[config.mk]
export PLATFORM = sky130hd
export DESIGN_NAME = unidade_controle_param
export DESIGN_NICKNAME = d
export VERILOG_FILES = /design/src/rtl/unidade_controle_param.sv
export SDC_FILE = /design/constraint.sdc
export NUM_CORES = 1
export LEC_CHECK = 0
export CORE_ASPECT_RATIO = 1.1
export CORE_MARGIN = 4
export CORE_UTILIZATION = 35
export DETAILED_ROUTE_END_ITERATION = 8
export HOLD_SLACK_MARGIN = 0.15
export PLACE_DENSITY = 0.59
export SLEW_MARGIN = 15
export SYNTH_ARGS = -nofsm -noshare
export SYNTH_HDL_FRONTEND = slang
export SYNTH_SLANG_ARGS = --single-unit
[constraint.sdc]
create_clock -name clock -period 2.47 [get_ports clock]
set_input_delay 0.3705 -clock clock [delete_from_list [all_inputs] [get_ports clock]]
set_output_delay 0.3705 -clock clock [all_outputs]
set_load 0.005 [all_outputs]
[src/rtl/unidade_controle_param.sv]
// Moore control unit for the sequence-repeat game: display phase, play timer, lives.
// Optional macro JOGADA_TIMEOUT_EN enables the espera_jogada timeout and final_timeout.
//
// state                | meaning
// inicial          00  | idle after reset
// preparacao       01  | clear datapath, load lives
// inicia_sequencia 02  | rewind address before display
// mostra_dado      03  | LEDs show current memory word
// intervalo_mostra 04  | blank gap between shown items
// proximo_mostra   05  | advance display address
// zera_endereco    06  | rewind address before play
// espera_jogada    07  | wait for a button press
// registra_jogada  08  | latch pressed buttons
// compara_jogada   09  | evaluate the press
// proxima_jogada   0A  | advance play address
// foi_ultima_seq   0B  | round finished, check last round
// proxima_sequencia0C  | extend round limit
// perde_vida       0D  | lose a life, replay round
// final_timeout    1D  | game over by timeout
// final_acertou    1E  | game won
// final_errou      1F  | game lost
module unidade_controle_param #(
   parameter int TIMEOUT_CYCLES = 5000,
   parameter int SHOW_CYCLES    = 500,
   parameter int SHOW_GAP       = 250,
   parameter int MAX_LIVES      = 3,
   parameter int LIVES_W        = $clog2(MAX_LIVES + 1)
) (
   input  logic               clock,
   input  logic               reset,
   input  logic               iniciar,
   input  logic               jogada,
   input  logic               botoesIgualMemoria,
   input  logic               fimL,
   input  logic               enderecoIgualLimite,
   input  logic               enderecoMenorLimite,
   output logic               zeraE,
   output logic               contaE,
   output logic               zeraL,
   output logic               contaL,
   output logic               zeraR,
   output logic               registraR,
   output logic               ativa_leds,
   output logic               acertou,
   output logic               errou,
   output logic               timeout_out,
   output logic               pronto,
   output logic [LIVES_W-1:0] vidas,
   output logic [4:0]         db_estado
);

   localparam int MAX_A   = (SHOW_CYCLES > SHOW_GAP) ? SHOW_CYCLES : SHOW_GAP;
   localparam int MAX_T   = (TIMEOUT_CYCLES > MAX_A) ? TIMEOUT_CYCLES : MAX_A;
   localparam int TIMER_W = (MAX_T < 2) ? 1 : $clog2(MAX_T);

   localparam logic [TIMER_W-1:0] SHOW_LAST = TIMER_W'(SHOW_CYCLES - 1);
   localparam logic [TIMER_W-1:0] GAP_LAST  = TIMER_W'(SHOW_GAP - 1);
`ifdef JOGADA_TIMEOUT_EN
   localparam logic [TIMER_W-1:0] TO_LAST   = TIMER_W'(TIMEOUT_CYCLES - 1);
`endif

   typedef enum logic [4:0] {
      INICIAL          = 5'h00,
      PREPARACAO       = 5'h01,
      INICIA_SEQUENCIA = 5'h02,
      MOSTRA_DADO      = 5'h03,
      INTERVALO_MOSTRA = 5'h04,
      PROXIMO_MOSTRA   = 5'h05,
      ZERA_ENDERECO    = 5'h06,
      ESPERA_JOGADA    = 5'h07,
      REGISTRA_JOGADA  = 5'h08,
      COMPARA_JOGADA   = 5'h09,
      PROXIMA_JOGADA   = 5'h0A,
      FOI_ULTIMA_SEQ   = 5'h0B,
      PROXIMA_SEQ      = 5'h0C,
      PERDE_VIDA       = 5'h0D,
      FINAL_TIMEOUT    = 5'h1D,
      FINAL_ACERTOU    = 5'h1E,
      FINAL_ERROU      = 5'h1F
   } state_t;

   state_t             state, state_next;
   logic [TIMER_W-1:0] timer;
   logic               count_en;

   always_ff @(posedge clock or negedge reset) begin
      if (!reset) state <= INICIAL;
      else        state <= state_next;
   end

   always_comb begin
      count_en = (state == MOSTRA_DADO) || (state == INTERVALO_MOSTRA);
`ifdef JOGADA_TIMEOUT_EN
      count_en = count_en || (state == ESPERA_JOGADA);
`endif
   end

   // Timer restarts from zero on every state change so each phase times itself.
   always_ff @(posedge clock or negedge reset) begin
      if (!reset)                              timer <= '0;
      else if (state_next != state || !count_en) timer <= '0;
      else                                     timer <= timer + TIMER_W'(1);
   end

   always_ff @(posedge clock or negedge reset) begin
      if (!reset)
         vidas <= LIVES_W'(MAX_LIVES);
      else if (state == PREPARACAO)
         vidas <= LIVES_W'(MAX_LIVES);
      else if (state_next == FINAL_ERROU && state != FINAL_ERROU)
         vidas <= '0;
      else if (state == PERDE_VIDA && vidas != '0)
         vidas <= vidas - LIVES_W'(1);
   end

   always_comb begin
      state_next  = state;
      zeraE       = 1'b0;
      contaE      = 1'b0;
      zeraL       = 1'b0;
      contaL      = 1'b0;
      zeraR       = 1'b0;
      registraR   = 1'b0;
      ativa_leds  = 1'b0;
      acertou     = 1'b0;
      errou       = 1'b0;
      timeout_out = 1'b0;
      pronto      = 1'b0;
      db_estado   = state;
      case (state)
         INICIAL: begin
            zeraL = 1'b1;
            zeraR = 1'b1;
            if (iniciar) state_next = PREPARACAO;
         end
         PREPARACAO: begin
            zeraL      = 1'b1;
            zeraR      = 1'b1;
            zeraE      = 1'b1;
            state_next = INICIA_SEQUENCIA;
         end
         INICIA_SEQUENCIA: begin
            zeraE      = 1'b1;
            state_next = MOSTRA_DADO;
         end
         MOSTRA_DADO: begin
            ativa_leds = 1'b1;
            if (timer == SHOW_LAST) state_next = INTERVALO_MOSTRA;
         end
         INTERVALO_MOSTRA: begin
            if (timer == GAP_LAST)
               state_next = enderecoIgualLimite ? ZERA_ENDERECO : PROXIMO_MOSTRA;
         end
         PROXIMO_MOSTRA: begin
            contaE     = 1'b1;
            state_next = MOSTRA_DADO;
         end
         ZERA_ENDERECO: begin
            zeraE      = 1'b1;
            state_next = ESPERA_JOGADA;
         end
         ESPERA_JOGADA: begin
            if (jogada) state_next = REGISTRA_JOGADA;
`ifdef JOGADA_TIMEOUT_EN
            else if (timer == TO_LAST) state_next = FINAL_TIMEOUT;
`endif
         end
         REGISTRA_JOGADA: begin
            registraR  = 1'b1;
            state_next = COMPARA_JOGADA;
         end
         COMPARA_JOGADA: begin
            if (botoesIgualMemoria)
               state_next = enderecoMenorLimite ? PROXIMA_JOGADA : FOI_ULTIMA_SEQ;
            else if (vidas > LIVES_W'(1))
               state_next = PERDE_VIDA;
            else
               state_next = FINAL_ERROU;
         end
         PROXIMA_JOGADA: begin
            contaE     = 1'b1;
            state_next = ESPERA_JOGADA;
         end
         FOI_ULTIMA_SEQ: state_next = fimL ? FINAL_ACERTOU : PROXIMA_SEQ;
         PROXIMA_SEQ: begin
            contaL     = 1'b1;
            state_next = INICIA_SEQUENCIA;
         end
         PERDE_VIDA: state_next = INICIA_SEQUENCIA;
         FINAL_TIMEOUT: begin
            pronto      = 1'b1;
            timeout_out = 1'b1;
            if (iniciar) state_next = PREPARACAO;
         end
         FINAL_ACERTOU: begin
            pronto  = 1'b1;
            acertou = 1'b1;
            if (iniciar) state_next = PREPARACAO;
         end
         FINAL_ERROU: begin
            pronto = 1'b1;
            errou  = 1'b1;
            if (iniciar) state_next = PREPARACAO;
         end
         default: begin
            state_next = INICIAL;
            db_estado  = 5'h10;
         end
      endcase
   end

endmodule
### After elaboration in Yosys (flattened, before gate mapping)

Cells that the tools add are included.

* bits in registers: 20
* input bits: 8
* output and inout port bits: 18

* add/subtract/negate cells: 2
* $lt $le $gt $ge: 1
* equality and inequality tests: 21
* multiplexer cells: 25
* reductions and logical operators: 17

Operators with widths (count)
* $pmux W5 S10: 1
* $mux W5: 8
* $eq A5 B4 Y1 const B: 6
* $eq A5 B3 Y1 const B: 4
* $eq A5 B5 Y1 const B: 4
* $reduce_or A17 Y1: 1
* $add A13 B1 Y13 const B: 1
* $eq A13 B8 Y1 const B: 1
* $eq A13 B9 Y1 const B: 1
* $mux W13: 1
* $mux W1: 11
* $eq A5 B2 Y1 const B: 2
* $reduce_or A3 Y1: 3
* $mux W2: 4
* $reduce_or A2 Y1: 4
* $eq A5 B1 Y1 const B: 1
* $logic_not A5 Y1: 1
* $ne A5 B5 Y1: 1
* $ne A5 B5 Y1 const B: 1
* $reduce_or A4 Y1: 1
* $reduce_bool A3 Y1: 1
* $gt A2 B1 Y1 const B: 1
* $logic_and A1 B1 Y1: 2
* $logic_or A1 B1 Y1: 2
* 3 further kinds: 3

### Logic depth before layout (Yosys ltp)

Gate-level depths: netlist of the first run.

* depth after elaboration: 8
* mapped depth: 8

### Least setup slack after synthesis of the first run

Ideal clock, no wire load.

* path type: register to register
* from: reg timer[2]
* to: reg state[1]
* arrival: 2.027 ns
* required time: 2.344 ns
* slack: 0.316 ns
* stages on the path, launching flop included: 6
* buffers on the path: 0
* clock period less this slack: 2.154 ns
* path through: dfrtp_1 -> or4_1 -> or3_4 -> o41ai_4 -> a21boi_1 -> a311o_1

* word-level cells in the longest chain between the ends: 3

RTL lines
* from (decl): line 83 `logic [TIMER_W-1:0] timer;`
* from (signal assigned): line 102 `else timer <= timer + TIMER_W'(1);`
* $eq A13 B8 Y1 / $eq A13 B9 Y1 (equally long branches): line 151, 148
* $mux W5 (on tied branches): line 151, 148
* $pmux W5 S10 *: line 130 `case (state)`
* net state_next[1]: line 82 `state_t state, state_next;`
* to (signal assigned): line 88 `else state <= state_next;`
* to (decl): line 82

Mark *: on every way through the listed nets, which the timed path passes. The rest lies on a longest branch.
A chain may end at the register's enable or synchronous reset.

### Worst setup path after layout of the first run

* from: reg state[3]
* to: out contaE

* word-level cells in the longest chain between the ends: 3

RTL lines
* $eq A5 B4 Y1 / $eq A5 B3 Y1 (equally long branches): line 130
* $reduce_or A2 Y1 (no source line) *
* $mux W1 *: line 130
* to (decl): line 38 `output logic contaE,`

Mark *: on every way between the ends. The rest lies on a longest branch, timed or not.

==> results of run 1 <==
==> cell families after synthesis <==
family,after synthesis
AOI/OAI and AO/OA,33
xor gates and xnor gates,12
adders and majority gates,4
buffers and inverters,20
DFF,20
and+or+nand+nor,91
==> power groups by stage <==
stage / logic, mW / clock network, mW / registers, mW
after floorplan: 0.571 / 0 / 0.401
after global placement: 0.771 / 0 / 0.443
after detailed placement: 0.776 / 0 / 0.444
after CTS: 0.785 / 0.334 / 0.439
after global routing: 0.879 / 0.355 / 0.453
final: 0.783 / 0.325 / 0.445
==> flip-flops by register name, indices dropped and copies added, names as in the netlist <==
name,cells
vidas,2
timer,13
state,5
==> placed cells by master (no fill, tap or decap), types with 6 or more instances in the layout <==
cell type and instances:
dfrtp_1 16, a21oi_1 9, buf_4 7, xnor2_1 6
inv_1 8, xor2_1 6, nor2_1 29, clkdlybuf4s50_1 25
nand2_1 14, nand3_1 9, nor3_1 8, o21ai_0 9
==> timing repair <==
action / in CTS / in global routing
hold buffers: 0 / 0
setup endpoints to repair: 2 / 3
resized for setup: 1 / 3
==> path summary, 6_finish.rpt <==
check | start | end | slack [ns] | cells past startpoint
worst min-delay path | reset | timer[9]$_DFF_PN0_ | 0.44 | 2
min in group clock | timer[0]$_DFF_PN0_ | timer[0]$_DFF_PN0_ | 0.53 | 1
worst max register to register | timer[2]$_DFF_PN0_ | state[1]$_DFF_PN0_ | 0.19 | 5
worst min register to register | timer[0]$_DFF_PN0_ | timer[0]$_DFF_PN0_ | 0.53 | 1
worst max-delay path | state[3]$_DFF_PN0_ | contaE | 0.11 | 4
max in group asynchronous | reset | vidas[1]$_DFFE_PN1P_ | 1.77 | 2
==> area by class of cell <==
class                      count  area, µm²  area share
tap                           52      65.06     0.03569
multi-input combinational    140      848.3      0.4653
timing repair buffer          32      302.8      0.1661
inverter                       8      30.03     0.01647
sequential                    20      505.5      0.2773
clock inverter                 1      30.03     0.01647
clock buffer                   3      41.29     0.02265
==> routing by layer <==
layer  track usage  vias to the layer above
li1              -                      671
met1        0.1791                      635
met2        0.2606                       54
met3       0.02243                        7
met4       0.07234                        0
met5             0                        -
==> stage by stage <==
step | setup slack [ns] | power [mW] | area, µm² | util | std cells
finish | 0.1146 | 1.553 | 1823 | 0.4565 | 256
global route | 0.00001665 | 1.686 | 1823 | 0.4565 | 256
CTS | 0.04080 | 1.558 | 1821 | 0.4558 | 256
detailed placement | 0.2232 | 1.219 | 1744 | 0.4367 | 252
global placement | 0.2569 | 1.214 | 1744 | 0.4367 | 252
floorplan | 0.3163 | 0.9722 | 1466 | - | 180
==> worst reg2reg max path, cell delays in order (launching register included) <==
cell and delay, ns:
dfrtp_1 0.42, or4_1 0.53, or3_4 0.37, o41ai_4 0.39, a21boi_1 0.11, a311o_1 0.34
==> Yosys cell counts (all sizes together) (3+ instances only) <==
master	count	area, µm²
nor4	4	31.28
nor3	9	45.04
nand3b	3	22.52
xnor2	6	52.55
nand4	3	18.77
nor2	29	108.9
nor2b	3	18.77
inv	8	30.03
nand2	14	52.55
a211oi	3	22.52
and2	3	18.77
nand3	9	45.04
clkbuf	5	18.77
o21ai	9	45.04
dfrtp	18	450.4
xor2	6	52.55
or3	5	36.28
a21oi	9	45.04
ha	4	50.05
buf	7	71.31
==> out/summary.txt, run 1 <==
mux cell area share after synthesis - 0
Worst Max-Slew Pin Slew - 0.7000 ns
CTS tree - built
Worst path max stage delay - 0.54 ns
Comb pwr share - 0.504
clk_lat worst skew - 0.26 ns
setup violators final - 0
switching power - 0.5812 mW
Routed WL per cell - 14.00 µm
Met2 Routed Length - 1.639 mm
antenna viol nets, final - 0
post-DP HPWL - 2.706 mm
setup TNS - 0 ns
cell area after synthesis - 1466 µm²
H-tree Lvls - 1
Compound-Gate Fraction of Synth Area - 0.1536
Setup crit start kind - flop
drt total wl - 3.583 mm
io pins - 26
num rows - 24
number of CTS-inserted buffers - 3
Slew Limit Fails - 0
critical path type - flop to output port
synthesis warning total - 0
outcome - completed
Final Hold Fails - 0
peak supply drop - 0.4251 mV
Critical Path Sink Type - output port
FMAX - 0.4245 GHz
Hold WS - 0.4405 ns
static leakage - 0.7447 nW
register area share after synthesis - 0.3430
GRT Residual Overflow - 0
Max-Slew Margin vs Limit - 0.5213
largest net degree at the start of global routing - 21
Post-CTS Setup Inserts - 0
critical path required time - 2.10 ns
Core Box Area - 3994 µm²
ant diodes - 0
CP Buf/Inv Count - 1
I/O Buffers - 25
Synth Instances - 180
period utilization - 0.9536
layout cell share with drive strength beyond 1 - 0.1078
largest family of logic cells by synthesized area - simple AND/OR/NAND/NOR gates
sequential power share - 0.286
Sw Ratio - 0.3743
TritonRoute pass-1 iters - 4
clk buf depth - 2
GRT Util Overall - 0.1474
die area - 5290 µm²
Worst path slowest cell - dfrtp_1
Reg clk slew, reported paths - 0.07 ns
cells along the critical path - nand2_1, or3_1, a21oi_1, clkdlybuf4s50_1
Hold Crit Class - primary input to asynchronous set/reset pin
RSZ-0062 raised after global routing - false
Fill cells - 384
XOR/XNOR share of the synthesized area - 0.07167
Die X - 69.72 µm
area delta synth->final - 24.32%
antenna violations before repair - 0
Distinct cells, synth - 43
vias in the first global route - 1346
PD cells - 851.9 nW/µm²
initial detailed-routing violation count - 122
Vias - 1367
Max Used Layer - met4
max cap viols - 0
Most used DFF post-synth - dfrtp_1
Adder-Cell Fraction of Synth Area - 0.03413
Nets - 217
M1 wire length - 1.641 mm
Synth Area in Simple Gates - 0.3157
CTS root buffer - clkbuf_8
fin crit period - 2.355 ns
syn nets - 192
routed wl met3 - 212 µm
ys async rst share - 1.000
Remaining DRCs - 0
Initial Util - 0.3672
routability cong. - 0.9191
cell family with most CP delay - flip-flops
first-pass GRT wire length - 6.334 mm
CP Data Arrival Time - 1.98 ns
clock skew - 0.005189 ns
cell internal pwr - 0.9717 mW
Mean Syn Cell Area - 8.147 µm²
vias per cell - 5.340
#FFs+latches synth - 20
number of flops mapped to enable cells by yosys - 0
Sink Count - 20
Worst Path Max Fanout - 10
chip height - 75.89 µm
clock power share - 0.209
Note: power is estimated with default switching activity, not from simulation.
==> inputs of run 2 (changes only) <==
- SETUP_SLACK_MARGIN: default -> 0.02
==> out/summary.txt, run 2 (same netlist as run 1, synthesis figures left out) <==
outcome - completed
fin crit period - 2.319 ns (-0.03646 ns)
TritonRoute pass-1 iters - 4 (unchanged)
Hold WS - 0.4405 ns (-0.00002100 ns)
Largest register FFs - 13 (unchanged)
vias in the first global route - 1346 (unchanged)
Worst Path Max Fanout - 11 (+1)
PD cells - 851.8 nW/µm² (about the same)
Vias - 1367 (unchanged)
antenna viol nets, final - 0 (unchanged)
Max-Slew Margin vs Limit - 0.5213 (unchanged)
CTS tree - built
Slew Limit Fails - 0 (unchanged)
Remaining DRCs - 0 (unchanged)
layout cell share with drive strength beyond 1 - 0.1127 (+0.004902)
Biggest register - timer
GRT Residual Overflow - 0 (unchanged)
Worst path slowest cell - clkdlybuf4s50_1
most common cell after layout, fill and taps aside - nor2_1
antenna violations before repair - 0 (unchanged)
post-placement cell count - 252 (unchanged)
cells along the critical path - buf_4, nor2_1, inv_1, a31oi_1, nor2_1, clkdlybuf4s50_1
critical path type - flop to output port
critical path required time - 2.10 ns (about the same)
Sink Count - 20 (unchanged)
largest registers - timer (13), state (5), vidas (2)
Core Box Area - 3994 µm² (unchanged)
RSZ-0062 raised after global routing - true
post-DP HPWL - 2.706 mm (unchanged)
GRT Util Overall - 0.1474 (unchanged)
multi-input logic area - 848.3 µm² (unchanged)
Critical Path Sink Type - output port
Post-CTS Setup Inserts - 0 (unchanged)
drt total wl - 3.583 mm (unchanged)
setup TNS - 0 ns (unchanged)
routability cong. - 0.9191 (unchanged)
Nets - 217 (unchanged)
Final WS setup - 0.1510 ns (+0.03646 ns)
Placement Setup Slack - 0.2232 ns (unchanged)
Most common cell on crit path - nor2_1
die area - 5290 µm² (unchanged)
final design area excluding fillers - 1824 µm² (about the same)
CP Data Arrival Time - 1.95 ns (-0.03 ns)
Initial Util - 0.3672 (unchanged)
Worst Max-Slew Pin Slew - 0.7000 ns (unchanged)
io pins - 26 (unchanged)
chip height - 75.89 µm (unchanged)
peak supply drop - 0.4251 mV (about the same)
H-tree Lvls - 1 (unchanged)
setup violators final - 0 (unchanged)
area delta synth->final - 24.40% (about the same)
most frequent cells in the layout - 29 x nor2_1, 25 x clkdlybuf4s50_1, 15 x dfrtp_1
DP Area - 1744 µm² (unchanged)
num rows - 24 (unchanged)
max cap viols - 0 (unchanged)
first-pass GRT wire length - 6.334 mm (unchanged)
static leakage - 0.7430 nW (-0.22%)
clk_lat worst skew - 0.26 ns (about the same)
final core occ - 0.4568 (about the same)
clk buf depth - 2 (unchanged)
Non-Filler Instances - 256 (unchanged)
CTS root buffer - clkbuf_8
clock skew - 0.005188 ns (-0.000001230 ns)
Fill cells - 383 (-0.26%)
Reg area - 506.7 µm² (+0.25%)
ant diodes - 0 (unchanged)
number of CTS-inserted buffers - 3 (unchanged)
period utilization - 0.9389 (-0.01476)
Reg clk slew, reported paths - 0.07 ns (about the same)
I/O Buffers - 25 (unchanged)
FMAX - 0.4312 GHz (+1.6%)
initial detailed-routing violation count - 122 (unchanged)
Routed WL per cell - 14.00 µm (unchanged)
total power draw - 1.554 mW (about the same)
Setup crit start kind - flop
Worst path max stage delay - 0.44 ns (-0.10 ns)
Die X - 69.72 µm (unchanged)
largest net degree at the start of global routing - 21 (unchanged)
vias per cell - 5.340 (unchanged)
Hold Crit Class - primary input to asynchronous set/reset pin
Final Hold Fails - 0 (unchanged)
## run 2: cell counts in the layout (fill, tap and decap cells not counted)
No cell type changed its count.
## run 2: cell type report
cell class                 instances  share of cell area
timing repair buffer              32              0.1660
sequential                        20              0.2778
clock inverter                     1             0.01646
clock buffer                       3             0.02263
tap                               52             0.03567
inverter                           8             0.01646
multi-input combinational        140              0.4650
## run 2: worst max-delay path: cells and delay by family, from the launching register on
| kind | cells | cell delay (ns) |
|---|---|---|
| flip-flops | 1 | 0.40 |
| AO/OA/AOI/OAI | 1 | 0.19 |
| buffers and inverters | 3 | 0.74 |
| AND/OR/NAND/NOR | 2 | 0.36 |
## run 2: repair_timing
action	in CTS	in global routing
gates resized for setup	1	4
hold buffers	0	0
setup endpoints to repair	2	5
## run 2: path summary, 6_finish.rpt
kind	end	startpoint	slack [ns]	cells after the start
max in group asynchronous	vidas[1]$_DFFE_PN1P_	reset	1.77	2
hold reg to reg	timer[0]$_DFF_PN0_	timer[0]$_DFF_PN0_	0.53	1
setup reg to reg	state[1]$_DFF_PN0_	timer[2]$_DFF_PN0_	0.19	5
hold / removal	timer[9]$_DFF_PN0_	reset	0.44	2
min in group clock	timer[0]$_DFF_PN0_	timer[0]$_DFF_PN0_	0.53	1
setup / recovery	db_estado[2]	state[0]$_DFF_PN0_	0.15	6
## run 2: power breakdown
group,switching [mW],internal [mW]
logic,0.398,0.385
clock network,0.108,0.216
registers,0.0746,0.371
total,0.581,0.973
## run 2: layer usage
metal / GRT usage / vias to the layer above / wire, µm
met4: 0.07234 / 0 / 89
met5: 0 / - / 0
li1: - / 671 / -
met3: 0.02243 / 7 / 212
met1: 0.1791 / 635 / 1641
met2: 0.2606 / 54 / 1639
==> inputs of run 3 (changes only) <==
- CORE_MARGIN: 4 -> 8
==> out/summary.txt, run 3 (same netlist as run 1, synthesis figures left out) <==
largest registers - timer (13), state (5), vidas (2)
Die X - 77.72 µm (+11%)
cells along the critical path - buf_4, or3_1, a21oi_1, clkdlybuf4s50_1
die area - 6519 µm² (+23%)
max cap viols - 0 (unchanged)
CP Buf/Inv Count - 2 (-1)
sequential power share - 0.287 (about the same)
Sw Ratio - 0.3831 (+0.009033)
switching power - 0.6004 mW (+3.3%)
Critical Path Sink Type - output port
drt total wl - 3.714 mm (+3.7%)
Sink Count - 20 (unchanged)
setup violators final - 0 (unchanged)
cell family with most CP delay - buffers and inverters
GRT Residual Overflow - 0 (unchanged)
hold buffers post-CTS - 0 (unchanged)
io pins - 26 (unchanged)
Worst path max stage delay - 0.52 ns (+0.08 ns)
layout cell share with drive strength beyond 1 - 0.1029 (-0.009804)
peak supply drop - 0.4204 mV (-1.1%)
H-tree Lvls - 1 (unchanged)
Hold Crit Class - primary input to asynchronous set/reset pin
Final Hold Fails - 0 (unchanged)
PD cells - 860.3 nW/µm² (+1.0%)
cell internal pwr - 0.9669 mW (-0.60%)
Routed WL per cell - 14.51 µm (+3.7%)
clock skew - 0.004957 ns (-0.0002302 ns)
Largest register FFs - 13 (unchanged)
Reg clk slew, reported paths - 0.08 ns (about the same)
number of CTS-inserted buffers - 3 (unchanged)
Nets - 217 (unchanged)
outcome - completed
setup TNS - 0 ns (unchanged)
Critical Path Start - state[2]$_DFF_PN0_
static leakage - 0.7470 nW (+0.54%)
flop2flop setup slack - 0.17 ns (-0.02 ns)
Slew Limit Fails - 0 (unchanged)
critical path type - flop to output port
fin crit period - 2.346 ns (+0.02711 ns)
I/O Buffers - 25 (unchanged)
post-placement cell count - 252 (unchanged)
FMAX - 0.4262 GHz (-1.2%)
clk buf depth - 2 (unchanged)
Worst Path Max Fanout - 7 (-4)
Initial Util - 0.3672 (unchanged)
ant diodes - 0 (unchanged)
TritonRoute pass-1 iters - 4 (unchanged)
Post-CTS Setup Inserts - 0 (unchanged)
most common cell after layout, fill and taps aside - nor2_1
Biggest register - timer
first-pass GRT wire length - 6.285 mm (-0.77%)
clk_lat worst skew - 0.26 ns (about the same)
Worst Max-Slew Pin Slew - 0.7084 ns (+0.008441 ns)
CP Data Arrival Time - 1.98 ns (+0.03 ns)
CTS tree - built
Non-Filler Instances - 256 (unchanged)
Core Box Area - 3994 µm² (unchanged)
most frequent cells in the layout - 29 x nor2_1, 25 x clkdlybuf4s50_1, 17 x dfrtp_1
GRT Util Overall - 0.1154 (-0.03199)
largest net degree at the start of global routing - 21 (unchanged)
post-DP HPWL - 2.862 mm (+5.8%)
vias in the first global route - 1375 (+2.2%)
antenna violations before repair - 0 (unchanged)
Worst path slowest cell - clkdlybuf4s50_1
clock power share - 0.212 (+0.003)
RSZ-0062 raised after global routing - false
worst r2r src - timer[2]$_DFF_PN0_
final core occ - 0.4561 (-0.0006270)
num rows - 24 (unchanged)
Max-Slew Margin vs Limit - 0.5155 (-0.005773)
Comb pwr share - 0.502 (-0.002)
Setup crit start kind - flop
Vias - 1364 (-0.22%)
area delta synth->final - 24.23%
Remaining DRCs - 0 (unchanged)
Crit Reg-Reg Endpoint - timer[3]$_DFF_PN0_
Hold WS - 0.4327 ns (-0.007820 ns)
chip height - 83.89 µm (+11%)
antenna viol nets, final - 0 (unchanged)
CTS root buffer - clkbuf_8
initial detailed-routing violation count - 71 (-42%)
period utilization - 0.9498 (+0.01098)
vias per cell - 5.328 (-0.22%)
R2R depth - 5 (unchanged)
routability cong. - 0.8848 (-3.7%)
critical path required time - 2.10 ns (about the same)
==> run 3: through the flow <==
step	instance area, µm²	power (mW)	worst slack [ns]
final	1822	1.567	0.1239
after global placement	1744	1.220	0.2538
after detailed placement	1744	1.228	0.2282
after global routing	1822	1.673	0.03920
after CTS	1822	1.571	0.04993
after floorplan	1466	0.9722	0.3163
==> run 3: cell type report <==
class	instances	area, µm²
fillers	412	2172
flip-flops and latches	20	504.2
clock inverters	1	30.03
multi-input cells	140	848.3
repair buffers	32	302.8
clock buffers	3	41.29
inverters	8	30.03
well taps	52	65.06
==> run 3: power by group through the flow <==
stage / sequential (mW) / clock [mW] / combinational, mW
global placement: 0.448 / 0 / 0.773
detailed placement: 0.449 / 0 / 0.778
floorplan: 0.401 / 0 / 0.571
finish: 0.449 / 0.332 / 0.786
CTS: 0.447 / 0.336 / 0.787
global route: 0.458 / 0.353 / 0.862
==> run 3: worst max path at each step <==
stage	to	slack [ns]	depth (start not counted)
finish	contaE	0.12	4
global route	db_estado[2]	0.04	5
CTS	db_estado[1]	0.05	4
detailed placement	state[1]$_DFF_PN0_	0.23	5
global placement	timer[7]$_DFF_PN0_	0.25	5
floorplan	state[1]$_DFF_PN0_	0.32	5
==> run 3: repair_timing <==
action                     CTS  global route
gates resized for setup      2             1
setup endpoints to repair    3             1
cloned                       0             0
pin swaps                    0             0
==> run 3: layer usage <==
layer  track usage  vias up  routed length (µm)
met5             0        -                   0
met4       0.03952        0                  38
met3       0.02694        5                 235
met2        0.2061       31                1797
met1        0.1285      656                1642
li1              -      672                   -
